[src/rtl/instruction_fetch_stage.sv]
// Instruction fetch stage: holds the PC, issues word reads to instruction
// memory over a req/valid handshake, and presents the fetched instruction to
// decode with a valid/stall handshake. Execute-side redirects override
// everything else.
// Optional feature: define MISALIGN_TRAP_EN to trap on redirects whose
// target is not word aligned. When it is undefined, redirect_pc[1:0] is
// forced to 2'b00 and misaligned stays 0.
module instruction_fetch_stage #(
    parameter int unsigned           ADDR_WIDTH = 32,
    parameter logic [ADDR_WIDTH-1:0] PC_RESET   = 32'h0040_0000
) (
    input  logic                  clk,
    input  logic                  reset,
    output logic                  imem_req,
    output logic [ADDR_WIDTH-1:0] imem_addr,
    input  logic                  imem_valid,
    input  logic [31:0]           imem_rdata,
    input  logic                  stall,
    input  logic                  redirect_valid,
    input  logic [ADDR_WIDTH-1:0] redirect_pc,
    output logic                  instr_valid,
    output logic [31:0]           instr,
    output logic [5:0]            opcode,
    output logic [ADDR_WIDTH-1:0] instr_pc,
    output logic [ADDR_WIDTH-1:0] pc_plus4,
    output logic                  misaligned
);

    typedef enum logic [2:0] {IDLE, FETCH, HOLD, DRAIN, TRAP} state_t;

    state_t                r_state;
    logic [ADDR_WIDTH-1:0] r_pc;
    logic [ADDR_WIDTH-1:0] r_imem_addr;
    logic [ADDR_WIDTH-1:0] r_instr_pc;
    logic [31:0]           r_instr;
    logic                  r_imem_req;
    logic                  r_instr_valid;
    logic                  r_misaligned;

    logic [ADDR_WIDTH-1:0] w_redir_pc;
    logic                  w_redir_bad;
    logic                  w_trap_next;

`ifdef MISALIGN_TRAP_EN
    localparam bit TRAP_EN = 1'b1;
    assign w_redir_pc = redirect_pc;
`else
    localparam bit TRAP_EN = 1'b0;
    assign w_redir_pc = {redirect_pc[ADDR_WIDTH-1:2], 2'b00};
`endif

    // A misaligned target only matters when the trap is built in; once seen,
    // the trap stays pending until the outstanding read (if any) has drained.
    assign w_redir_bad = TRAP_EN & (|redirect_pc[1:0]);
    assign w_trap_next = w_redir_bad | r_misaligned;

    assign imem_req    = r_imem_req;
    assign imem_addr   = r_imem_addr;
    assign instr_valid = r_instr_valid;
    assign instr       = r_instr;
    assign instr_pc    = r_instr_pc;
    assign opcode      = r_instr[31:26];
    assign pc_plus4    = r_instr_pc + ADDR_WIDTH'(4);
    assign misaligned  = r_misaligned;

    // Fetch FSM: PC, memory request and decode-side instruction register.
    always_ff @(posedge clk or negedge reset) begin
        if (!reset) begin
            r_state       <= IDLE;
            r_pc          <= PC_RESET;
            r_imem_req    <= 1'b0;
            r_imem_addr   <= PC_RESET;
            r_instr_valid <= 1'b0;
            r_instr       <= '0;
            r_instr_pc    <= '0;
            r_misaligned  <= 1'b0;
        end else if (redirect_valid && r_state != TRAP) begin
            r_pc          <= w_redir_pc;
            r_instr_valid <= 1'b0;
            if (w_redir_bad) begin
                r_misaligned <= 1'b1;
            end
            case (r_state)
                // A read is outstanding: if it completes on this edge its data
                // is dropped and the new address goes out at once (this also
                // covers DRAIN, so a redirect there cannot strand the FSM);
                // otherwise keep the old request up and wait in DRAIN.
                FETCH, DRAIN: begin
                    if (imem_valid) begin
                        if (w_trap_next) begin
                            r_state    <= TRAP;
                            r_imem_req <= 1'b0;
                        end else begin
                            r_state     <= FETCH;
                            r_imem_req  <= 1'b1;
                            r_imem_addr <= w_redir_pc;
                        end
                    end else begin
                        r_state <= DRAIN;
                    end
                end
                default: begin
                    if (w_trap_next) begin
                        r_state    <= TRAP;
                        r_imem_req <= 1'b0;
                    end else begin
                        r_state     <= FETCH;
                        r_imem_req  <= 1'b1;
                        r_imem_addr <= w_redir_pc;
                    end
                end
            endcase
        end else begin
            case (r_state)
                IDLE: begin
                    r_state     <= FETCH;
                    r_imem_req  <= 1'b1;
                    r_imem_addr <= r_pc;
                end
                FETCH: begin
                    if (imem_valid) begin
                        r_instr       <= imem_rdata;
                        r_instr_pc    <= r_pc;
                        r_instr_valid <= 1'b1;
                        r_pc          <= r_pc + ADDR_WIDTH'(4);
                        r_imem_req    <= 1'b0;
                        r_state       <= HOLD;
                    end
                end
                HOLD: begin
                    if (!stall) begin
                        r_instr_valid <= 1'b0;
                        r_imem_req    <= 1'b1;
                        r_imem_addr   <= r_pc;
                        r_state       <= FETCH;
                    end
                end
                DRAIN: begin
                    if (imem_valid) begin
                        if (r_misaligned) begin
                            r_state    <= TRAP;
                            r_imem_req <= 1'b0;
                        end else begin
                            r_state     <= FETCH;
                            r_imem_req  <= 1'b1;
                            r_imem_addr <= r_pc;
                        end
                    end
                end
                TRAP: begin
                    r_imem_req    <= 1'b0;
                    r_instr_valid <= 1'b0;
                end
                default: begin
                    r_state <= IDLE;
                end
            endcase
        end
    end

endmodule

[config.mk]
export PLATFORM = sky130hd
export DESIGN_NAME = instruction_fetch_stage
export DESIGN_NICKNAME = d
export VERILOG_FILES = /design/src/rtl/instruction_fetch_stage.sv
export SDC_FILE = /design/constraint.sdc
export NUM_CORES = 1
export LEC_CHECK = 0
export CORE_ASPECT_RATIO = 0.5
export CORE_MARGIN = 10
export CORE_UTILIZATION = 48
export CTS_BUF_LIST = sky130_fd_sc_hd__clkbuf_2 sky130_fd_sc_hd__clkbuf_4 sky130_fd_sc_hd__clkbuf_8
export CTS_CLUSTER_SIZE = 12
export DETAILED_ROUTE_END_ITERATION = 8
export PLACE_DENSITY = 0.83
export RECOVER_POWER = 100
export SLEW_MARGIN = 20
export SYNTH_ARGS = -nofsm -noshare
export SYNTH_HDL_FRONTEND = slang
export SYNTH_SLANG_ARGS = --single-unit
[constraint.sdc]
create_clock -name clk -period 2.3 [get_ports clk]
set_input_delay 0.69 -clock clk [delete_from_list [all_inputs] [get_ports clk]]
set_output_delay 0.69 -clock clk [all_outputs]
set_load 0.05 [all_outputs]
# Word-level counts from Yosys, hierarchy flattened
# Index checks and enable logic that the tools add are counted.
[word_totals] regBits=133
[classes] eq_ne=10 n_bitwise=1 reduce_logical=14 n_addsub=2 muxes=26
[ops] operator="$mux W32" count=8
[ops] operator="$pmux W32 S3" count=1
[ops] operator="$add A32 B3 Y32 const B" count=2
[ops] operator="$mux W3" count=5
[ops] operator="$ne A3 B3 Y1 const B" count=5
[ops] operator="$pmux W3 S5" count=1
[ops] operator="$reduce_and A3 Y1" count=3
[ops] operator="$mux W1" count=8
[ops] operator="$reduce_and A4 Y1" count=2
[ops] operator="$reduce_bool A4 Y1" count=2
[ops] operator="$eq A3 B2 Y1 const B" count=2
[ops] operator="$reduce_bool A6 Y1" count=1
[ops] operator="$pmux W1 S5" count=1
[ops] operator="$reduce_bool A2 Y1" count=2
[ops] operator="$eq A3 B1 Y1 const B" count=1
[ops] operator="$eq A3 B3 Y1 const B" count=1
[ops] operator="$logic_not A3 Y1" count=1
[ops] operator="$pmux W1 S3" count=1
[ops] operator="$mux W2" count=1
[ops] operator="$ne A2 B2 Y1 const B" count=1
[ops] operator="$reduce_and A2 Y1" count=1
[ops] operator="$reduce_or A2 Y1" count=1
[ops] operator="$logic_and A1 B1 Y1" count=1
[ops] operator="$not A1 Y1" count=1

# Depth between registers and ports, before layout
[depth] word_depth=4 mapped_depth=6 mapped_depth_nobuf=5

# Least setup slack after synthesis
# No wires, ideal clock.
[synth_path] path_kind="register -> output" start="reg r_instr_pc[4], in the netlist instr_pc[4]" end="out pc_plus4[20]" setup_slack_ns=-0.934 t_required_ns=1.610 t_arrival_ns=2.544 path_stages_with_launch=5 n_path_buf=0 cell_sequence="dfrtp_1 -> nand4_1 -> nor4_4 -> nand4_1 -> xnor2_1"
[synth_between] elab_chain_len=1
[synth_lines] element="start, declared" line_no="34" source="logic [ADDR_WIDTH-1:0] r_instr_pc;"
[synth_lines] element="start signal, assigned" line_no="123" source="r_instr_pc <= r_pc;"
[synth_lines] element="$add A32 B3 Y32" line_no="63" source="assign pc_plus4 = r_instr_pc + ADDR_WIDTH'(4);"
[synth_lines] element="end, declared" line_no="25" source="output logic [ADDR_WIDTH-1:0] pc_plus4,"
# Every way passes these cells.

# Worst setup path in the final report
[layout_path] start="reg r_instr_pc[18], in the netlist instr_pc[18]" end="out pc_plus4[22]"
# Same word-level chain as after synthesis.

==> results.ini <==
[cells_and_area]
instances_no_fill=1032
diodes=0
final_core_util=0.781
design_area_mm2=0.0100
syn_to_final_growth_pct=57.1
drive_above_1_share=0.361
fin_nets=920

[logic_synthesis]
yosysTopAreaCell=dfrtp_1
ys_seq_area_frac=0.498
netlist_area_mm2=0.00639
synthFlopType=dfrtp_1
yosys-top-cells-count=dfrtp_1 (125), mux2_2 (61), nor2_1 (49)
yosysMostFrequentCell=dfrtp_1
synth-seq-cells=127
async_flop_share=1.00
synth_cell_types=55
yosys_warnings=0
synth_top_area_frac=0.490
synth_edf_count=0
ys_top_cells_by_area=dfrtp_1 (49%), mux2_2 (11%), xnor2_1 (4.3%)
syn_avg_cell_area_um2=10.7
netlist_instances=599

[detailed_routing]
wl_per_cell_um=22.0
via_per_inst=5.81
drt-total-wl_um=22700
ant_nets=0
drt-initial-drc-count=577
num_vias=6001
dr.pass1.iters=6
route.detailed.drc=0

[global_routing]
grt_usage=0.219
antenna_found_initial=0
grt_pass1_wl_um=32800
grt_overflow=0
grt_pass1_vias=6072
grt_max_degree=55

[cts]
clk_path_buf_depth=2
clock_latency_ns=0.45
cts_hold_buffers=0
cts_tree=yes
cts_made_buffers=17
cts_sinks=127
ctsHtreeMaxLevel=4
clock-root-buffer=clkbuf_8
clk_pin_slew_ns=0.08

[setup_path]
setup.worst_path.class=reg -> out
critical_path.max_fanout=3
r2r_cells=4
cp.required_ns=1.61
endpoint_kind=output pin
r2r-end=r_pc[19]
start_kind=register
rrSetupSlack_ns=0.14
rr_startpoint=r_pc[7]
crit_chain=buf_4, and4_1, and3_1, nand4_1, xnor2_4, buf_12
slowest_stage=dfrtp_2
critPathArrivalTime_ns=2.17
cp_slowest_stage_delay_ns=0.39

[place]
hpwl_um=14900
gp_congestion=0.894
pre_cts_slack_ns=-0.193
placed_area_mm2=0.00949
numPlacedInstances=990
numPortBuffers=198

[floorplan]
die-area_mm2=0.0186
io_pins=206
die_width_um=183
std_cell_rows=29
initial_core_util=0.497
core_area_mm2=0.0128
die_h_um=102

[run]
cap_viol_max_count=0

[power_and_ir_drop]
pwr_density_cell_mw_per_mm2=1260
switching_share=0.468
vdd_drop_max_v=0.00111
internal-power_uw=6730
p_clk_frac=0.184
p_leak_uw=0.00424
power_frac_seq=0.261
power_switching_uw=5910
pwr-share-comb=0.555

[timing]
worst_slew_pin_slew_ns=0.983
setup_violations=26
period_share=1.24
whs_ns=0.380
finClkSkew_ns=0.0132
setup_slack_ns=-0.559
clock.fmax_ghz=0.350
hold_violations=0
period_needed_ns=2.86
rsz0062_at_grt=yes
relSlewSlack=0.345
slew_violations=0

[run_status]
violations=setup timing
status=finished, violations left

[min_path]
hold_class=in -> async

-- area by class of cell --
class / instances / area [um2]
multi-input cells: 417 / 3530
flip-flops and latches: 127 / 3200
fillers: 769 / 2810
repair buffers: 276 / 2580
clock buffers: 19 / 262
well taps: 170 / 213
clock inverters: 13 / 210
inverters: 10 / 37.5
-- state kept, by name (all words and copies together), names as in the netlist --
signal	flops
r_state	2
instr_pc	30
imem_addr	31
r_pc	30
imem_req	1
instr	32
instr_valid	1
-- how the worst max path moves through the flow --
stage | end | from | depth (start not counted)
floorplan | pc_plus4[28] | instr_pc[4] | 4
global placement | r_pc[31] | imem_valid | 6
detailed placement | r_pc[31] | imem_valid | 6
CTS | pc_plus4[20] | instr_pc[4] | 7
global route | pc_plus4[31] | instr_pc[4] | 7
finish | pc_plus4[22] | instr_pc[18] | 6
-- critical path, delay by kind of cell, from the launching register on --
kind | cells | cell delay [ns]
flip-flops | 1 | 0.39
AND/OR/NAND/NOR | 3 | 0.80
buffers and inverters | 2 | 0.32
XOR/XNOR | 1 | 0.22
-- per-layer routing --
metal,vias to the layer above,GRT usage,wire [um]
li1,2638,-,-
met2,267,0.404,12200
met3,51,0.0529,1620
met5,-,0,0
met1,3045,0.248,8400
met4,0,0.0682,470
-- cell families after synthesis --
kind of cell / synth area share
muxes: 0.131
other: 0.000587
AOI/OAI and AO/OA: 0.0825
DFF: 0.498
buffers and inverters: 0.0529
xor gates and xnor gates: 0.0535
and+or+nand+nor: 0.177
adders and majority gates: 0.00392
-- layout by cell type, fill, tap and decap left out, types with 4 or more instances in the layout --
cell type          n
mux2i_1           14
or4_1              7
buf_12            30
nor2_1            46
dfrtp_2           18
xor2_1             5
buf_4             60
nand3_1           18
and4_1             5
nor3_1             7
a31oi_1           21
dlygate4sd2_1     60
conb_1             5
nand4_1           21
xnor2_1            7
bufinv_16          5
nand2_1           43
mux2_2            61
nor4_1             5
clkdlybuf4s50_1   63
inv_1              8
o21ai_1            4
a21oi_1           22
nor2b_1            4
clkbuf_1          17
o21ai_0           22
buf_6              9
clkbuf_4           7
dfrtp_1          107
a22oi_1            4
xnor2_4           22
o31ai_1            6
clkbuf_2          28
clkbuf_8          19
and3_1             5
nand3_2            4
nand3_4           10
or3_1              4
-- power by group through the flow --
stage               clock (uW)  sequential [uW]  combinational (uW)
floorplan                    0             5270                2250
global placement             0             3260                7030
detailed placement           0             3300                7110
CTS                       2320             3260                7000
global route              2420             3370                7270
finish                    2330             3300                7020
-- through the flow --
stage,TNS (ns),total power [uW]
after global placement,-4.22,10300
after detailed placement,-5.49,10400
after global routing,-13.50,13100
after CTS,-9.18,12600
after floorplan,-6.67,7510
final,-10.56,12600
-- timing repair --
action,in CTS,in global routing
pin swaps,16,20
buffers inserted,4,8
endpoints found under the hold margin,0,0
setup endpoints to repair,87,29
gates resized for setup,85,33
Note: power is estimated with default switching activity, not from simulation.
